`config.mk`:
```
export PLATFORM = sky130hd
export DESIGN_NAME = proc_core_param
export DESIGN_NICKNAME = d
export VERILOG_FILES = /design/src/rtl/proc_core_param.sv
export SDC_FILE = /design/constraint.sdc
export NUM_CORES = 1
export LEC_CHECK = 0
export CAP_MARGIN = 10
export CORE_AREA = 2 2 122 124
export DETAILED_ROUTE_END_ITERATION = 10
export DIE_AREA = 0 0 124 126
export PLACE_DENSITY_LB_ADDON = 0.08
export SLEW_MARGIN = 40
export SYNTH_ARGS = -nofsm -noshare
export SYNTH_HDL_FRONTEND = slang
export SYNTH_SLANG_ARGS = --single-unit
```
`constraint.sdc`:
```
create_clock -name CLKb -period 7.25 [get_ports CLKb]
set_input_delay 1.0875 -clock CLKb [delete_from_list [all_inputs] [get_ports CLKb]]
set_output_delay 1.0875 -clock CLKb [all_outputs]
set_load 0.03 [all_outputs]
```
`src/rtl/proc_core_param.sv`:
```
// Parametrised multi-cycle processor core: instruction register, step counter, register file,
// A/G ALU registers and shared bus. Define PROC_CORE_FLAGS_EN to register ZF/CF on ALU ops.
module proc_core_param #(
    parameter  int W    = 10,
    parameter  int NREG = 4,
    localparam int AW   = $clog2(NREG)
) (
    input  logic          CLKb,
    input  logic          RST,
    input  logic [W-1:0]  D,
    input  logic          IN_VALID,
    output logic          IN_READY,
    input  logic [AW-1:0] PEEK_ADDR,
    output logic [W-1:0]  PEEK_DATA,
    output logic [W-1:0]  BUS,
    output logic [1:0]    STEP,
    output logic          DONE,
    output logic          ZF,
    output logic          CF
);
    localparam int IRW = 4 + 2 * AW;

    typedef enum logic [1:0] {T0 = 2'd0, T1 = 2'd1, T2 = 2'd2, T3 = 2'd3} step_e;

    localparam logic [3:0] OP_LOAD = 4'd0;
    localparam logic [3:0] OP_MOV  = 4'd1;
    localparam logic [3:0] OP_ADD  = 4'd2;
    localparam logic [3:0] OP_SUB  = 4'd3;
    localparam logic [3:0] OP_AND  = 4'd4;
    localparam logic [3:0] OP_OR   = 4'd5;
    localparam logic [3:0] OP_XOR  = 4'd6;
    localparam logic [3:0] OP_NOT  = 4'd7;

    step_e          step_q, step_d;
    logic [IRW-1:0] ir_q, ir_d;
    logic [W-1:0]   regs_q [NREG];
    logic [W-1:0]   regs_d [NREG];
    logic [W-1:0]   a_q, a_d;
    logic [W-1:0]   g_q, g_d;
    logic           done_q, done_d;
    logic [3:0]     op_s;
    logic [AW-1:0]  rx_s, ry_s;
    logic           is_alu_s;
    logic [W-1:0]   bus_s;
    logic           in_ready_s;
`ifdef PROC_CORE_FLAGS_EN
    logic           zf_q, zf_d;
    logic           cf_q, cf_d;
`endif

    function automatic logic [W-1:0] alu_f(input logic [3:0] op, input logic [W-1:0] a, input logic [W-1:0] b);
        logic [W-1:0] r;
        case (op)
            OP_ADD:  r = a + b;
            OP_SUB:  r = a - b;
            OP_AND:  r = a & b;
            OP_OR:   r = a | b;
            OP_XOR:  r = a ^ b;
            OP_NOT:  r = ~a;
            default: r = '0;
        endcase
        return r;
    endfunction

`ifdef PROC_CORE_FLAGS_EN
    // A wrapped sum is smaller than either addend exactly when the add carried out.
    function automatic logic carry_f(input logic [3:0] op, input logic [W-1:0] a, input logic [W-1:0] b);
        logic [W-1:0] s;
        logic         c;
        s = a + b;
        case (op)
            OP_ADD:  c = (s < a);
            OP_SUB:  c = (a < b);
            default: c = 1'b0;
        endcase
        return c;
    endfunction
`endif

    // Only the opcode and register fields of the instruction are kept.
    assign op_s     = ir_q[IRW-1 -: 4];
    assign rx_s     = ir_q[2*AW-1:AW];
    assign ry_s     = ir_q[AW-1:0];
    assign is_alu_s = (op_s >= OP_ADD) && (op_s <= OP_NOT);

    // Step sequencing, bus source selection and register/ALU next-state.
    always_comb begin
        step_d     = step_q;
        ir_d       = ir_q;
        regs_d     = regs_q;
        a_d        = a_q;
        g_d        = g_q;
        done_d     = 1'b0;
        bus_s      = '0;
        in_ready_s = 1'b0;
`ifdef PROC_CORE_FLAGS_EN
        zf_d       = zf_q;
        cf_d       = cf_q;
`endif
        case (step_q)
            T0: begin
                in_ready_s = 1'b1;
                if (IN_VALID) begin
                    bus_s  = D;
                    ir_d   = {D[W-1 -: 4], D[2*AW-1:AW], D[AW-1:0]};
                    step_d = T1;
                end else begin
                    step_d = T0;
                end
            end
            T1: begin
                if (op_s == OP_LOAD) begin
                    in_ready_s = 1'b1;
                    if (IN_VALID) begin
                        bus_s        = D;
                        regs_d[rx_s] = D;
                        step_d       = T0;
                        done_d       = 1'b1;
                    end else begin
                        step_d = T1;
                    end
                end else if (op_s == OP_MOV) begin
                    bus_s        = regs_q[ry_s];
                    regs_d[rx_s] = regs_q[ry_s];
                    step_d       = T0;
                    done_d       = 1'b1;
                end else if (is_alu_s) begin
                    bus_s  = regs_q[rx_s];
                    a_d    = regs_q[rx_s];
                    step_d = T2;
                end else begin
                    step_d = T0;
                    done_d = 1'b1;
                end
            end
            T2: begin
                bus_s  = (op_s == OP_NOT) ? '0 : regs_q[ry_s];
                g_d    = alu_f(op_s, a_q, bus_s);
                step_d = T3;
`ifdef PROC_CORE_FLAGS_EN
                zf_d   = (alu_f(op_s, a_q, bus_s) == '0);
                cf_d   = carry_f(op_s, a_q, bus_s);
`endif
            end
            T3: begin
                bus_s        = g_q;
                regs_d[rx_s] = g_q;
                step_d       = T0;
                done_d       = 1'b1;
            end
            default: begin
                step_d = T0;
            end
        endcase
    end

    // State registers; reset aborts any instruction in flight.
    always_ff @(posedge CLKb) begin
        if (RST) begin
            step_q <= T0;
            ir_q   <= '0;
            a_q    <= '0;
            g_q    <= '0;
            done_q <= 1'b0;
            for (int i = 0; i < NREG; i++) begin
                regs_q[i] <= '0;
            end
`ifdef PROC_CORE_FLAGS_EN
            zf_q   <= 1'b0;
            cf_q   <= 1'b0;
`endif
        end else begin
            step_q <= step_d;
            ir_q   <= ir_d;
            a_q    <= a_d;
            g_q    <= g_d;
            done_q <= done_d;
            regs_q <= regs_d;
`ifdef PROC_CORE_FLAGS_EN
            zf_q   <= zf_d;
            cf_q   <= cf_d;
`endif
        end
    end

    assign IN_READY  = in_ready_s;
    assign BUS       = bus_s;
    assign STEP      = step_q;
    assign DONE      = done_q;
    assign PEEK_DATA = regs_q[PEEK_ADDR];
`ifdef PROC_CORE_FLAGS_EN
    assign ZF        = zf_q;
    assign CF        = cf_q;
`else
    assign ZF        = 1'b0;
    assign CF        = 1'b0;
`endif

endmodule

```
# Word-level counts from Yosys, hierarchy flattened
# Cells that the tools add are included.
# W data, S select, Z words.
[word_totals]
output_inout_bits = 26
reg_bits = 71
word_cells = 84
[classes]
muxes = 38
n_reduce_logical = 8
magnitude_cmp = 6
n_addsub = 2
n_eq_ne = 12
bitwise_logic = 9
[ops]
columns = ["op", "n"]
rows = [
  ["$bwmux W40", 3],
  ["$mux W10", 12],
  ["$mux W40", 3],
  ["$pmux W40 S2", 1],
  ["$bmux W10 S2", 3],
  ["$pmux W10 S6", 1],
  ["$pmux W10 S4", 1],
  ["$demux W10 S2", 1],
  ["$eq A4 B3 Y1 const B", 4],
  ["$add A10 B10 Y10", 1],
  ["$and A10 B10 Y10", 1],
  ["$not A10 Y10", 1],
  ["$or A10 B10 Y10", 1],
  ["$sub A10 B10 Y10", 1],
  ["$xor A10 B10 Y10", 1],
  ["$ge A3 B3 Y1 const B", 3],
  ["$not A2 Y3", 3],
  ["$eq A4 B2 Y1 const B", 2],
  ["$pmux W2 S4", 1],
  ["$mux W1", 7],
  ["$mux W2", 3],
  ["$ne A3 B3 Y1 const B", 2],
  ["$eq A2 B2 Y1 const B", 2],
  ["$eq A4 B1 Y1 const B", 1],
  ["13 further kinds", 16],
]

# Longest topological paths before layout
[logic_depth]
depth_word = 9
ltp_mapped = 18

# Worst setup path after synthesis
# Ideal clock, no wire load.
[synth_timing]
path_type = "in2out"
start = "input port IN_VALID"
end = "output port BUS[5]"
stages = 3
arrival_time_ps = 2500
required_time_ps = 6162
slack_ps = 3663
path_buffers = 1
path_cell_list = "clkbuf_1 a21oi_1 o41ai_1"
[synth_via]
elab_chain_len = 3
[synth_rtl]
columns = ["element", "line", "source"]
rows = [
  ["start, declared", "11", "input logic IN_VALID,"],
  ["$mux W10 (*)", "103, 114", ""],
  ["$mux W10", "112", "if (op_s == OP_LOAD) begin"],
  ["$pmux W10 S4 (*)", "100", "case (step_q)"],
  ["end, declared", "15", "output logic [W-1:0] BUS,"],
]
# Mark *: on every way between the ends. The rest lies on a longest branch, timed or not.

# Worst setup path after layout
[layout_timing]
start = "input port IN_VALID"
end = "output port BUS[3]"
# The elaborated chain is that of the path after synthesis.

==> metrics.cfg <==
[status]
status=completed

[global_route]
grt_pass1_vias=4440
overflow=0
grt_max_degree=73
grt_first_pass_wirelength_mm=24.7
track_usage_pct=20.7
antenna_found_initial=0

[layout]
syn_to_final_growth_pct=15.3
layout_commonest_cell=nand2_1
diodes=0
drive_above_1_share_pct=11.0
final_cell_mix=91 x nand2_1, 68 x dfxtp_1, 66 x nor2_1
instances_no_fill=802
finalNetCount=660

[sta]
max_freq_mhz=225
whs_ns=0.472
hold_viol_final=0
finalSetupTns_ns=0
tightest_slew_ns=0.822
relSlewSlack_pct=45.0
post-route-period-util_pct=61.3
rsz0062_at_grt=false
period_minus_slack_ns=4.45
fin_skew_ns=0.00803
finalSetupViolations=0
slew_viol_final=0

[logic_synthesis]
synth_flop_cell=dfxtp_1
seq_area_frac_synth_pct=27.2
syn_avg_cell_area_sq_um=8.71
async_flop_share_pct=0
synth_edf_count=0
yosysWarningCount=0
synth_seq_cells=71
synth.distinct_cells=56
netlist_instances=600
synth_area_sq_mm=0.00523

[placed_design]
port_buffers=38
gp_congestion=0.864
dpl.hpwl_mm=11.0
dp.cells=787

[die]
start_util_pct=36.5
io_pins=41
core_sq_mm=0.0143
core.rowCount=44
fp.dieH_um=126
die-area_sq_mm=0.0156
die_width_um=124

[clock_tree]
post_cts_resized=0
htreeDepth=3
clock_path_buffers=2
cts_hold_buf=0
clock_sinks=71
cts_tree=done
numCtsBuffers=9
post_cts_buffers=0
cts.root.buffer_cell=clkbuf_16
clk_pin_slew_ns=0.06
clock_latency_ns=0.34

[worst_setup_path]
required_ns=6.16
path_class=in -> out
end_kind=output pin
cpPeakStageDelay_ns=0.68
cp_max_fo=10
cpMaxStageDelayCell=clkdlybuf4s50_1
path_cells=clkdlybuf4s50_1 > and2_1 > a22oi_1 > a21oi_1 > a21oi_1 > nand2_1 > clkdlybuf4s50_1
arrival_ns=3.36
startpoint_type=input port

[drt]
vias_per_cell=5.60
antenna_left=0
wirelength_mm=15.2
drc=0
num_vias=4490
first_iter_violations=247
post_drt_wl_per_cell_um=19.0
first_pass_iters=4

[power_and_ir_drop]
peakVddDrop_mv=0.108
leakage_nw=2.47
p_per_area_mw_per_mm2=185
fin_total_pwr_mw=1.12

[run]
maxCapViolations=0

[min_path]
hold_class=reg -> reg

==> cell families (layout without fill, tap and decap cells) <==
kind of cell / Yosys count / count (layout) / share of synthesized area [%]
AO/OA/AOI/OAI: 114 / 114 / 13.0
XOR/XNOR: 14 / 14 / 2.35
adder cells (fa/ha/maj): 31 / 31 / 7.57
buffers and inverters: 73 / 90 / 5.77
flip-flops: 71 / 71 / 27.2
multiplexers: 90 / 90 / 26.3
other: 1 / 2 / 0.0718
AND/OR/NAND/NOR: 206 / 206 / 17.7
==> report_power, final <==
part / switching [mW] / internal, mW / leakage (nW) / total, mW
Clock: 0.170 / 0.283 / 0.145 / 0.452
Sequential: 0.0231 / 0.399 / 0.575 / 0.422
Combinational: 0.139 / 0.102 / 1.75 / 0.242
==> per-stage QoR <==
stage	area (sq um)	utilization [%]	setup WS, ns
after floorplan	5230	-	3.66
after global placement	5710	39.9	2.44
after detailed placement	5730	40.0	2.81
after CTS	6030	42.1	2.81
after global routing	6030	42.1	2.68
final	6030	42.1	2.80
==> routing by layer <==
metal	GRT usage (%)	wire, um
met1	29.0	7070
met2	32.1	7170
met3	3.53	608
met4	7.27	364
met5	0	0
==> worst max-delay path, delay by kind of cell <==
| family | cells | cell delay [ns] |
|---|---|---|
| AOI/OAI and AO/OA | 3 | 0.42 |
| buffers and inverters | 2 | 1.32 |
| and+or+nand+nor | 2 | 0.52 |
==> state kept, by name (all words and copies together) (netlist names) <==
signal,flops
DONE,1
a_q,10
regs_q,40
ir_q,8
STEP,2
g_q,10
==> synth_stat cells, types with 5 or more instances <==
| cell | number | area share (%) |
|---|---|---|
| a211oi_1 | 6 | 0.86 |
| a21oi_1 | 45 | 4.3 |
| a221oi_1 | 5 | 0.84 |
| a22oi_1 | 11 | 1.6 |
| buf_1 | 6 | 0.43 |
| clkbuf_1 | 30 | 2.2 |
| dfxtp_1 | 71 | 27 |
| ha_1 | 30 | 7.2 |
| inv_1 | 29 | 2.1 |
| mux2i_1 | 54 | 10 |
| mux4_1 | 6 | 3.0 |
| mux4_2 | 29 | 12 |
| nand2_1 | 91 | 6.5 |
| nand3_1 | 5 | 0.48 |
| nor2_1 | 67 | 4.8 |
| nor3_1 | 6 | 0.57 |
| nor3b_1 | 5 | 0.72 |
| o21ai_0 | 13 | 1.2 |
| o21ai_1 | 14 | 1.3 |
| o22ai_1 | 5 | 0.60 |
| xnor2_1 | 11 | 1.8 |
==> worst paths after layout <==
kind / startpoint / endpoint / slack, ns / cells after the start
max reg2reg: ir_q[5]$_SDFFE_PP0P_ / g_q[5]$_SDFFE_PP0P_ / 3.08 / 13
max: IN_VALID / BUS[3] / 2.80 / 7
min reg2reg: a_q[9]$_SDFFE_PP0P_ / a_q[9]$_SDFFE_PP0P_ / 0.47 / 2
min: a_q[9]$_SDFFE_PP0P_ / a_q[9]$_SDFFE_PP0P_ / 0.47 / 2
==> cell type report <==
type                       instances  area, sq um
fill                            1471         8290
multi-input combinational        457         3530
sequential                        71         1430
timing repair buffer              46          434
clock buffer                      12          256
tap                              184          230
inverter                          29          109
clock inverter                     3         42.5
Power figures use the tool's default switching activity.
==> patch: new RTL, same settings <==
`g_q` no longer has a reset.
--- a/src/rtl/proc_core_param.sv
+++ b/src/rtl/proc_core_param.sv
@@ -161,5 +161,4 @@
             ir_q   <= '0;
             a_q    <= '0;
-            g_q    <= '0;
             done_q <= 1'b0;
             for (int i = 0; i < NREG; i++) begin
@@ -174,5 +173,4 @@
             ir_q   <= ir_d;
             a_q    <= a_d;
-            g_q    <= g_d;
             done_q <= done_d;
             regs_q <= regs_d;
@@ -182,4 +180,8 @@
 `endif
         end
+    end
+
+    always_ff @(posedge CLKb) begin
+        g_q <= g_d;
     end
 
Check against the original RTL: same outputs for any inputs over 4 cycles, from zero or initial values and one cycle with RST high; that may be too few to reach the edited logic, so the function may still have changed.
==> patch against the unedited design <==
Utilization shrank 0.24 points. Worst hold slack better by 0.026 ns. Clock power down 6.2%. Total power is 1.4% lower. Wire length increased by 5.4%. Register-to-register slack gained 0.12 ns. Critical path type unchanged. Highest routed layer unchanged. Design area is 0.58% lower. Non-clock buffer count up 3. Area after synthesis shrank 0.62%. Sequential cell count stayed put. Worst setup slack worse by 0.19 ns.
==> patch: results (changes against the unedited design) <==
hold_ws_ns: 0.497  # +0.0259 ns
synth_edf_count: 10  # +10
nNonClkBuffers: 49  # +6.5%
r2r_slack_ns: 3.20  # +0.12 ns
fin_crit_ns: 4.64  # +0.189 ns
wl_mm: 16.0  # +5.4%
hp-start: "a_q[0]$_SDFFE_PP0P_"
power.clock.total_w: 0.000424  # -6.2%
dr.pass1.iters: 5  # +1
nNetsFinal: 658  # -0.30%
r2r-start: "ir_q[0]$_SDFFE_PP0P_"
total_power_w: 0.00110  # -1.4%
inverters: 24  # -17%
cp_max_fo: 7  # -3
arrival_ns: 3.55  # +0.19 ns
p_int_w: 0.000742  # -5.3%
slowest_delay_ns: 0.70  # +0.02 ns
via_per_inst: 5.67  # +1.3%
grt_max_degree: 62  # -15%
outcome: "completed"
skew_ns: 0.00598  # -0.00205 ns
initialDrtViolationCount: 265  # +7.3%
nFillCells: 1461  # -0.68%
slew_headroom_pct: 46.5  # +1.5 points
seq_cells: 71  # unchanged
clk_share_pct: 4.53  # -0.43 points
grt_util_all_layers_pct: 21.3  # +0.65 points
synthTopCellsByArea: "dfxtp_1 (24%), mux4_2 (12%), mux2i_1 (11%)"
dp_cells: 786  # -0.13%
place_area_mm2: 0.00572  # -0.15%
bufAreaShareNonClock_pct: 7.69  # +0.48 points
reg2reg_depth: 12  # -1
grt_pass1_wl_mm: 25.1  # +1.8%
area_growth_pct: 15.3  # about the same
synthTopCellsByCount: "nand2_1 (105), dfxtp_1 (61), nor2_1 (61)"
post-place-ws_ns: 2.60  # -0.211 ns
synthCells: 593  # -1.2%
wl_per_cell_um: 20.0  # +5.4%
pwr-share-comb_pct: 23.1  # +1.5 points
gp_congestion: 0.910  # +5.3%
seq_area_frac_synth_pct: 29.3  # +2.1 points
first_global_vias: 4359  # -1.8%
synth_cell_types: 54  # -3.6%
sh_seq_area_pct: 25.4  # +1.8 points
dp_hpwl_mm: 11.7  # +6.4%
==> patch: cell types whose count changed in the layout (fill, tap and decap cells not counted), sizes merged, moves of 4 or more <==
cell,delta
a21oi,-4
a22oi,-6
o221ai,+10
nor2,-7
edfxtp,+10
dfxtp,-10
nand2,+15
mux4,-6
==> patch: cell families after synthesis <==
kind of cell / count (synthesis) / synth area share, %
AO/OA/AOI/OAI: 119 / 14.0
XOR/XNOR: 15 / 2.53
adder cells (fa/ha/maj): 30 / 7.37
buffers and inverters: 65 / 5.20
flip-flops: 71 / 29.3
multiplexers: 89 / 24.6
other: 1 / 0.0722
AND/OR/NAND/NOR: 203 / 16.9
==> patch: routing by layer <==
layer / GRT usage (%) / routed length [µm] / vias to the layer above
met5: 0 / 0 / -
met4: 5.02 / 227 / 0
met3: 4.21 / 601 / 15
met2: 34.0 / 7460 / 93
met1: 29.8 / 7750 / 2274
li1: - / - / 2165
